<file path="config.mk">
export PLATFORM = sky130hd
export DESIGN_NAME = constant_sequencer
export DESIGN_NICKNAME = d
export VERILOG_FILES = /design/src/rtl/constant_sequencer_pkg.sv /design/src/rtl/constant_sequencer_table.sv /design/src/rtl/constant_sequencer.sv
export SDC_FILE = /design/constraint.sdc
export NUM_CORES = 1
export LEC_CHECK = 0
export BUFFER_PORTS_ARGS = -buffer_cell sky130_fd_sc_hd__buf_4
export CORE_UTILIZATION = 33
export DETAILED_ROUTE_END_ITERATION = 12
export PLACE_DENSITY = 0.73
export SYNTH_ARGS = -nofsm -noshare
export SYNTH_HDL_FRONTEND = slang
export SYNTH_SLANG_ARGS = --single-unit
</file>
<file path="constraint.sdc">
create_clock -name clock -period 0.9 [get_ports clock]
set_input_delay 0.045 -clock clock [delete_from_list [all_inputs] [get_ports clock]]
set_output_delay 0.045 -clock clock [all_outputs]
set_load 0.01 [all_outputs]
</file>
<file path="src/rtl/constant_sequencer_pkg.sv">
// Shared types and helpers for the constant sequencer: the FSM state encoding
// and the index-width function used by the top and by the table.
package constant_sequencer_pkg;

  typedef enum logic [1:0] {
    ST_IDLE = 2'd0,
    ST_SEND = 2'd1,
    ST_DONE = 2'd2
  } seq_state_e;

  // A one-entry table still needs a one-bit index port.
  function automatic int idx_width(input int depth);
    return (depth > 1) ? $clog2(depth) : 1;
  endfunction

endpackage

</file>
<file path="src/rtl/constant_sequencer_table.sv">
// Table storage for constant_sequencer. With CONSTANT_SEQUENCER_WRITE_EN the
// entries are registers reloaded from VALUES on reset; otherwise they are constants.
module constant_sequencer_table
  import constant_sequencer_pkg::*;
#(
  parameter int                          WORD_WIDTH = 32,
  parameter int                          DEPTH      = 4,
  parameter logic [WORD_WIDTH*DEPTH-1:0] VALUES     = '0,
  parameter int                          IDX_W      = idx_width(DEPTH)
) (
`ifdef CONSTANT_SEQUENCER_WRITE_EN
  input  logic                  clock,
  input  logic                  clear_n,
  input  logic                  write_en,
  input  logic [IDX_W-1:0]      write_index,
  input  logic [WORD_WIDTH-1:0] write_data,
`endif
  input  logic [IDX_W-1:0]      index,
  output logic [WORD_WIDTH-1:0] data
);

  logic [WORD_WIDTH-1:0] table_s [DEPTH];

`ifdef CONSTANT_SEQUENCER_WRITE_EN
  logic [WORD_WIDTH-1:0] mem_r [DEPTH];

  // Storage: reload from VALUES on reset; out-of-range indices match no entry.
  always_ff @(posedge clock or negedge clear_n) begin
    if (!clear_n) begin
      for (int i = 0; i < DEPTH; i++) begin
        mem_r[i] <= VALUES[i*WORD_WIDTH +: WORD_WIDTH];
      end
    end else begin
      for (int i = 0; i < DEPTH; i++) begin
        if (write_en && (write_index == IDX_W'(i))) begin
          mem_r[i] <= write_data;
        end
      end
    end
  end

  assign table_s = mem_r;
`else
  for (genvar gi = 0; gi < DEPTH; gi++) begin : g_rom
    assign table_s[gi] = VALUES[gi*WORD_WIDTH +: WORD_WIDTH];
  end
`endif

  // Combinational read as a one-hot OR so any index width is safe.
  always_comb begin
    data = '0;
    for (int i = 0; i < DEPTH; i++) begin
      data = data | ({WORD_WIDTH{index == IDX_W'(i)}} & table_s[i]);
    end
  end

endmodule

</file>
<file path="src/rtl/constant_sequencer.sv">
// Streams a constant table once per start over a valid/ready port.
// Optional runtime table writes are enabled by macro CONSTANT_SEQUENCER_WRITE_EN.
module constant_sequencer
  import constant_sequencer_pkg::*;
#(
  parameter int                          WORD_WIDTH = 32,
  parameter int                          DEPTH      = 4,
  parameter logic [WORD_WIDTH*DEPTH-1:0] VALUES     = '0,
  parameter bit                          AUTO_START = 1'b1,
  parameter int                          IDX_W      = idx_width(DEPTH)
) (
  input  logic                  clock,
  input  logic                  clear_n,
  input  logic                  start,
  output logic                  busy,
  output logic                  done,
  output logic                  out_valid,
  input  logic                  out_ready,
  output logic [WORD_WIDTH-1:0] out_data,
`ifdef CONSTANT_SEQUENCER_WRITE_EN
  input  logic                  write_valid,
  input  logic [IDX_W-1:0]      write_index,
  input  logic [WORD_WIDTH-1:0] write_data,
  output logic                  write_ready,
`endif
  output logic [IDX_W-1:0]      out_index
);

  localparam logic [IDX_W-1:0] LAST_IDX = IDX_W'(DEPTH - 1);

  seq_state_e       state_r;
  logic [IDX_W-1:0] index_r;
  logic             auto_r;

  // Sequencer FSM; auto_r arms exactly one automatic start after reset release.
  always_ff @(posedge clock or negedge clear_n) begin
    if (!clear_n) begin
      state_r <= ST_IDLE;
      index_r <= '0;
      auto_r  <= AUTO_START;
    end else begin
      auto_r <= 1'b0;
      case (state_r)
        ST_IDLE, ST_DONE: begin
          if (start || auto_r) begin
            state_r <= ST_SEND;
            index_r <= '0;
          end
        end
        ST_SEND: begin
          if (out_ready) begin
            if (index_r == LAST_IDX) begin
              state_r <= ST_DONE;
              index_r <= '0;
            end else begin
              index_r <= index_r + IDX_W'(1);
            end
          end
        end
        default: begin
          state_r <= ST_IDLE;
          index_r <= '0;
        end
      endcase
    end
  end

  assign busy      = (state_r == ST_SEND);
  assign done      = (state_r == ST_DONE);
  assign out_valid = (state_r == ST_SEND);
  assign out_index = index_r;

`ifdef CONSTANT_SEQUENCER_WRITE_EN
  assign write_ready = !busy;
`endif

  constant_sequencer_table #(
    .WORD_WIDTH (WORD_WIDTH),
    .DEPTH      (DEPTH),
    .VALUES     (VALUES),
    .IDX_W      (IDX_W)
  ) u_table (
`ifdef CONSTANT_SEQUENCER_WRITE_EN
    .clock       (clock),
    .clear_n     (clear_n),
    .write_en    (write_valid && write_ready),
    .write_index (write_index),
    .write_data  (write_data),
`endif
    .index       (index_r),
    .data        (out_data)
  );

endmodule
</file>
; After elaboration in Yosys (flattened, before gate mapping)
; Index checks and enable logic that the tools add are counted.
[totals]
regBits = 5
latchBits = 0
ram_bits = 0
mem_bits_ro = 0
in_bits = 4
out_inout_bits = 37
wordCells = 23
n_memories = 0
[classes]
addsub = 1
mul = 0
div_mod_pow = 0
order_cmp = 0
eq_ne = 6
shift = 0
mux = 8
bitwise_logic = 0
reduce_logical = 5
[op_table]
columns = op, count
row1 = two-way mux 2 bit, 6
row2 = case mux 2 bit (2 select lines), 2
row3 = "== test 2 bit, second input constant", 2
row4 = "inequality test 2 x 1 -> 1 bit, second input constant", 2
row5 = AND reduction 3 bit, 1
row6 = "adder 2 x 1 -> 2 bit, second input constant", 1
row7 = "== test 2 x 1 -> 1 bit, second input constant", 1
row8 = zero test 2 bit, 1
row9 = "inequality test 2 bit, second input constant", 1
row10 = AND reduction 2 bit, 1
row11 = OR reduction 2 bit, 1
row12 = logical OR 1 bit, 1

; Logic depth before layout (Yosys ltp)
; Gate-level depths: netlist (run 1).
[logic_depth]
depth_word = 4
ltp_mapped = 3
depth_no_buf = 3

; Cells and area by module
; From an unflattened synthesis (run 1), not the netlist that was laid out.
[hier_totals]
hier_cells = 52
area_unflattened_um2 = 481.7
[by_module_without_submodules]
columns = module, instances, cells_per_inst, area_per_inst_um2, seq_area_each_um2
row1 = constant_sequencer_table, 1, 33, 244.0, 0.0
row2 = constant_sequencer, 1, 19, 237.7, 126.4

; Worst setup path before layout (run 1)
; No wires, ideal clock.
[synth_path]
path_type = reg-to-reg
start = register index_r[0] (netlist: out_index[0])
end = register index_r[1] (netlist: out_index[1])
setup_time_ns = 0.122
t_arrival_ns = 0.940
required_time_ns = 0.778
slack_ns = -0.162
path_stages_with_launch = 3
path_buffers = 0
synth_period_minus_slack_ns = 1.062
path_cell_list = dfrtp_1 ha_1 a32o_1
[synth_between]
elab_chain_cells = 4
word_cells_on_any_way = 5
classes_between = 1 x add/sub / 1 x eq/ne / 3 x mux
[synth_lines]
columns = item, line
row1 = from (decl), constant_sequencer.sv:32  ; logic [IDX_W-1:0] index_r;
row2 = from (signal assigned), constant_sequencer.sv:56  ; index_r <= index_r + IDX_W'(1);
row3 = adder 2 x 1 -> 2 bit or == test 2 bit (tied branches), n/a
row4 = two-way mux 2 bit *, constant_sequencer.sv:52  ; if (index_r == LAST_IDX) begin
row5 = two-way mux 2 bit *, constant_sequencer.sv:51  ; if (out_ready) begin
row6 = case mux 2 bit (2 select lines) *, constant_sequencer.sv:43  ; case (state_r)
; Mark *: on every way between the ends. The rest lies on a longest branch, timed or not. The select of a mux whose other input is x is not followed.
; A chain may end at the register's enable or synchronous reset.

; Final worst setup path (run 1)
[layout_path]
start = register state_r[1]
end = output out_valid
[layout_between]
elab_chain_cells = 1
[layout_lines]
columns = item, line
row1 = from (decl), constant_sequencer.sv:31  ; seq_state_e state_r;
row2 = from (signal assigned), constant_sequencer.sv:38  ; state_r <= ST_IDLE;
row3 = from (signal assigned), constant_sequencer.sv:46  ; state_r <= ST_SEND;
row4 = from (signal assigned), constant_sequencer.sv:53  ; state_r <= ST_DONE;
row5 = == test 2 x 1 -> 1 bit, constant_sequencer.sv:70  ; assign out_valid = (state_r == ST_SEND);
row6 = to (decl), constant_sequencer.sv:17  ; output logic out_valid,
; Every way passes these cells.

==> metrics.yaml, run 1 <==
worstSkewPairLatency_ns: 0.24
start_util_pct: 36.3
cts_buffers: 3
track_usage_pct: 10.4
fin_util_pct: 44.8
worst_setup_path_end_kind: "output port"
cts_tree: "yes"
grt_pass1_vias: 260
wire_per_inst_um: 7.65
die-area_sq_um: 1600
rows: 13
synth_top_area_share_pct: 51.8
crit_required_ns: 0.85
portBuffers: 8
grt_start_max_net_pins: 6
fin_tns_setup_ns: -1.02
core_sq_um: 1320
ant_nets: 0
cts.sinks: 5
grt.overflow.total: 0
drive_gt1_share_pct: 35.2
period_needed_ns: 1.07
p_leak_nw: 0.334
holdWs_ns: 0.102
area_growth_pct: 23.6
syn_inst: 51
ctsRootBufferMaster: "clkbuf_4"
ir_drop_mv: 0.900
min_period_over_period_pct: 119
htreeDepth: 1
die_y_um: 40.1
drc_errors: 0
cts.clk_slew.worst_paths_ns: 0.04
min_path_type: "in -> reg"
synth_seq_cells: 5
gp_congestion: 0.597
clock_path_buffers: 2
final.fill_count: 132
maxSlewViolCount: 0
yosysWarnings: 0
hold_viol: 0
drt-initial-drc-count: 3
netlist_area_sq_um: 478
rsz0062_at_grt: "true"
post-dp-hpwl_um: 508
synth_area_leaders: "buf_4 52%, dfrtp_1 21%, a32o_1 6.3%, dfstp_2 5.5%, a21o_1 3.1%"
num_io_pins: 41
viasPerCell: 3.55
synth.largest_area_cell: "buf_4"
fp.dieW_um: 40.1
netlist-cell-type-count: 13
ys_seq_area_share_pct: 26.4
power.total_mw: 1.48
num_vias: 305
worst-path-max-fanout: 4
skew_ns: 0.000892
synth_area_per_cell_sq_um: 9.37
critPathKind: "reg -> out"
final_cell_mix: "33 x conb_1, 12 x buf_6, 4 x buf_4, 4 x dfrtp_1"
setup_slack_ns: -0.171
maxCapViolations: 0
antenna_found_initial: 0
setup.worst_path.start_class: "register"
status: "finished, violations left"
crit_arrival_ns: 1.03
drt-total-wl_um: 658
drt-pass1-iter-count: 4
power_density_nw_per_um2: 2510
violations: "negative setup slack"
setup_violations: 9
diodes: 0
nets: 77
grt_pass1_wl_um: 1040
max_freq_mhz: 934
layout_commonest_cell: "conb_1"
[sequential cells by signal, summed over array words and instances, names as in the netlist]
signal / flops
out_index: 2
auto_r: 1
state_r: 2
[where the power goes]
part / internal (mW) / switching, mW
clock: 0.167 / 0.0843
combinational: 0.521 / 0.359
sequential: 0.297 / 0.0558
total: 0.985 / 0.499
[layout make-up]
cell class	instances	area (sq um)	area share, %
well taps	15	18.8	3.18
inverters	1	3.75	0.636
clock buffers	4	26.3	4.45
repair buffers	17	175	29.7
flip-flops and latches	5	126	21.4
multi-input cells	44	240	40.7
[final timing paths]
check	from	endpoint	slack (ns)	depth (start not counted)
setup / recovery	state_r[1]	out_valid	-0.17	3
hold / removal	out_ready	out_index[0]	0.10	2
setup reg to reg	auto_r	out_index[0]	-0.15	3
hold reg to reg	state_r[0]	state_r[0]	0.58	2
max in group asynchronous	clear_n	auto_r	0.57	2
min in group asynchronous	clear_n	out_index[0]	0.14	2
[logic make-up after synthesis]
family,share of synthesized area [%]
other,0.785
AND/OR/NAND/NOR,7.07
adder cells (fa/ha/maj),2.62
flip-flops,26.4
AO/OA/AOI/OAI,10.5
buffers and inverters,52.6
[critical path: stages, from the launching register on]
cell and delay [ns]:
dfrtp_1 0.41, nor2b_4 0.17, buf_6 0.12, buf_6 0.09
[synthesized netlist by cell type]
cell / number
nor2_1: 1
a21o_1: 2
ha_1: 1
inv_1: 1
dfrtp_1: 4
dfstp_2: 1
buf_4: 33
conb_1: 1
a32o_1: 3
nor2b_1: 1
a21oi_1: 1
nor3_2: 1
nor2b_4: 1
[through the flow]
step,area (sq um),setup slack [ns],std cells
after CTS,564,-0.181,86
after global routing,591,-0.219,86
after global placement,469,-0.132,78
after detailed placement,469,-0.141,78
final,591,-0.171,86
after floorplan,601,-0.118,83
[layer usage]
metal	vias up	routed length, um	GRT usage (%)
met4	0	8	10.3
li1	140	-	-
met1	144	216	10.2
met2	19	372	16.9
met5	-	0	0
met3	2	61	3.33
[timing repair]
item / in CTS / in global routing
resized for setup: 9 / 6
endpoints found under the setup margin: 9 / 9
pin swaps: 0 / 2
hold endpoints to repair: 5 / 0
setup buffers: 3 / 0
hold buffers: 1 / 0
(Power assumes the default switching activity.)
==> inputs of run 2 (changes only) <==
--- a/config.mk
+++ b/config.mk
@@ -6,9 +6,10 @@
 export NUM_CORES = 1
 export LEC_CHECK = 0
 export BUFFER_PORTS_ARGS = -buffer_cell sky130_fd_sc_hd__buf_4
-export CORE_UTILIZATION = 33
+export CORE_UTILIZATION = 30
 export DETAILED_ROUTE_END_ITERATION = 12
-export PLACE_DENSITY = 0.73
+export PLACE_DENSITY = 0.67
+export SLEW_MARGIN = 10
 export SYNTH_ARGS = -nofsm -noshare
 export SYNTH_HDL_FRONTEND = slang
 export SYNTH_SLANG_ARGS = --single-unit
==> run 2 against run 1 <==
  * Largest cell class unchanged
  * Cell area is 2.1% higher
  * Worst hold slack better by 0.0073 ns
  * The run ends with design-rule violations, negative setup slack left
  * Wire length grew 2.0%
  * Critical endpoint is now out_index[1]
==> metrics.yaml, run 2 (synthesis gave the netlist of run 1 again) <==
die-area_sq_um: 1760  # +9.5%
skew_ns: 0.0000505  # -0.000842 ns
core_sq_um: 1490  # +13%
ant_nets: 0  # unchanged
status: "finished, violations left"
setup_slack_ns: -0.152  # +0.0195 ns
cts.clk_slew.worst_paths_ns: 0.04  # about the same
stdcell_count: 89  # +3.5%
ctsRootBufferMaster: "clkbuf_4"
start_util_pct: 32.1  # -4.2 points
clock_path_buffers: 2  # unchanged
portBuffers: 8  # unchanged
grt_pass1_wl_um: 1000  # -3.9%
worstSkewPairLatency_ns: 0.23  # about the same
setup.worst_path.start_class: "register"
max_freq_mhz: 951  # +1.9%
switchingPower_mw: 0.502  # +0.70%
num_vias: 308  # +0.98%
reg2regPathDepth: 3  # unchanged
gp_congestion: 0.620  # +3.8%
worstHoldStart: "out_ready"
swShare_pct: 32.8  # -0.84 points
num_io_pins: 41  # unchanged
holdWs_ns: 0.109  # +0.00730 ns
worst-path-max-fanout: 2  # -2
fp.dieW_um: 41.9  # +4.6%
critPathKind: "reg -> reg"
track_usage_pct: 8.33  # -2.1 points
drt-total-wl_um: 671  # +2.0%
antenna_found_initial: 0  # unchanged
hold_end: "out_index[0]"
post-place-ws_ns: -0.144  # -0.00216 ns
final.fill_count: 142  # +7.6%
r2r-start: "auto_r"
reg2reg_slack_ns: -0.15  # about the same
fin_tns_setup_ns: -0.978  # +0.0371 ns
diodes: 0  # unchanged
cts.sinks: 5  # unchanged
post-dp-hpwl_um: 488  # -3.9%
setup_violations: 8  # -1
power_density_nw_per_um2: 2540  # +1.1%
crit_required_ns: 1.02  # +0.17 ns
intPower_mw: 1.03  # +4.6%
drc_errors: 1  # +1
hold_viol: 0  # unchanged
rows: 14  # +1
final_cell_mix: "33 x conb_1, 11 x buf_6, 7 x buf_4, 4 x dfrtp_1"
hold_depth: 2  # unchanged
layout_commonest_cell: "conb_1"
p_clk_share_pct: 16.2  # -0.7 points
grt.overflow.total: 0  # unchanged
p_leak_nw: 0.343  # +2.6%
dp_cells: 79  # +1.3%
area_growth_pct: 26.2
rsz0062_at_grt: "true"
htreeDepth: 1  # unchanged
seq_power_share_pct: 22.9  # -0.9 points
min_path_type: "in -> reg"
pwr-share-comb_pct: 60.8  # +1.5 points
grt_start_max_net_pins: 6  # unchanged
cts_tree: "yes"
violations: "design-rule violations, negative setup slack"
viasPerCell: 3.46  # -2.4%
wire_per_inst_um: 7.54  # -1.5%
maxSlewViolCount: 0  # unchanged
drt-initial-drc-count: 8  # +5
ir_drop_mv: 1.05  # +17%
period_needed_ns: 1.05  # -0.0195 ns
drive_gt1_share_pct: 37.0  # +1.8 points
worst_setup_path_end_kind: "register"
nets: 79  # +2.6%
crit_arrival_ns: 1.17  # +0.14 ns
grt_pass1_vias: 274  # +5.4%
cts_buffers: 3  # unchanged
maxCapViolations: 0  # unchanged
drt-pass1-iter-count: 7  # +3
die_y_um: 41.9  # +4.6%
reg2reg_to: "out_index[1]"
min_period_over_period_pct: 117  # -2.2 points
-- run 2: repair_timing --
item                                   CTS  global route
gates resized for setup                 12             2
setup buffers                            5             0
setup endpoints to repair                9             9
hold buffers                             1             0
endpoints found under the hold margin    5             0
pin swaps                                1             2
-- run 2: metrics by stage --
step,instance area (sq um),total power [mW],utilization (%)
floorplan,601,0.803,-
global placement,470,0.954,31.6
detailed placement,470,0.974,31.6
CTS,596,1.51,40.0
global route,603,1.65,40.5
finish,603,1.53,40.5
-- run 2: critical path, stage by stage (launching register included) --
cell,delay [ns]
dfstp_2,0.53
nor3_4,0.04
a21o_1,0.16
a32o_1,0.21
-- run 2: power groups by stage --
| stage | combinational (mW) | clock, mW | sequential [mW] |
|---|---|---|---|
| 3_3_place_gp | 0.607 | 0 | 0.347 |
| 6_report | 0.932 | 0.249 | 0.352 |
| 3_5_place_dp | 0.621 | 0 | 0.353 |
| 5_1_grt | 1.00 | 0.289 | 0.358 |
| 4_1_cts | 0.897 | 0.260 | 0.349 |
| 2_1_floorplan | 0.423 | 0 | 0.380 |
-- run 2: layer usage --
layer / share of wire (%) / wire, um / track usage, %
met5: 0 / 0 / 0
met2: 62 / 418 / 15.9
met4: 0 / 0 / 7.74
met3: 7.9 / 53 / 3.91
met1: 30 / 199 / 5.42
-- run 2: worst max path at each step --
stage / from / to / slack (ns) / depth (start not counted)
after global placement: auto_r / out_index[0] / -0.13 / 3
after floorplan: out_index[0] / out_index[1] / -0.12 / 2
final: auto_r / out_index[1] / -0.15 / 3
after CTS: auto_r / out_index[0] / -0.16 / 3
after global routing: state_r[1] / busy / -0.21 / 3
after detailed placement: auto_r / out_index[0] / -0.14 / 3
-- run 2: layout make-up --
| type | count | area, sq um | share of cell area (%) |
|---|---|---|---|
| clock buffers | 4 | 26.3 | 4.36 |
| inverters | 1 | 3.75 | 0.622 |
| multi-input cells | 44 | 240 | 39.8 |
| flip-flops and latches | 5 | 126 | 21.0 |
| well taps | 16 | 20.0 | 3.32 |
| repair buffers | 19 | 186 | 30.9 |
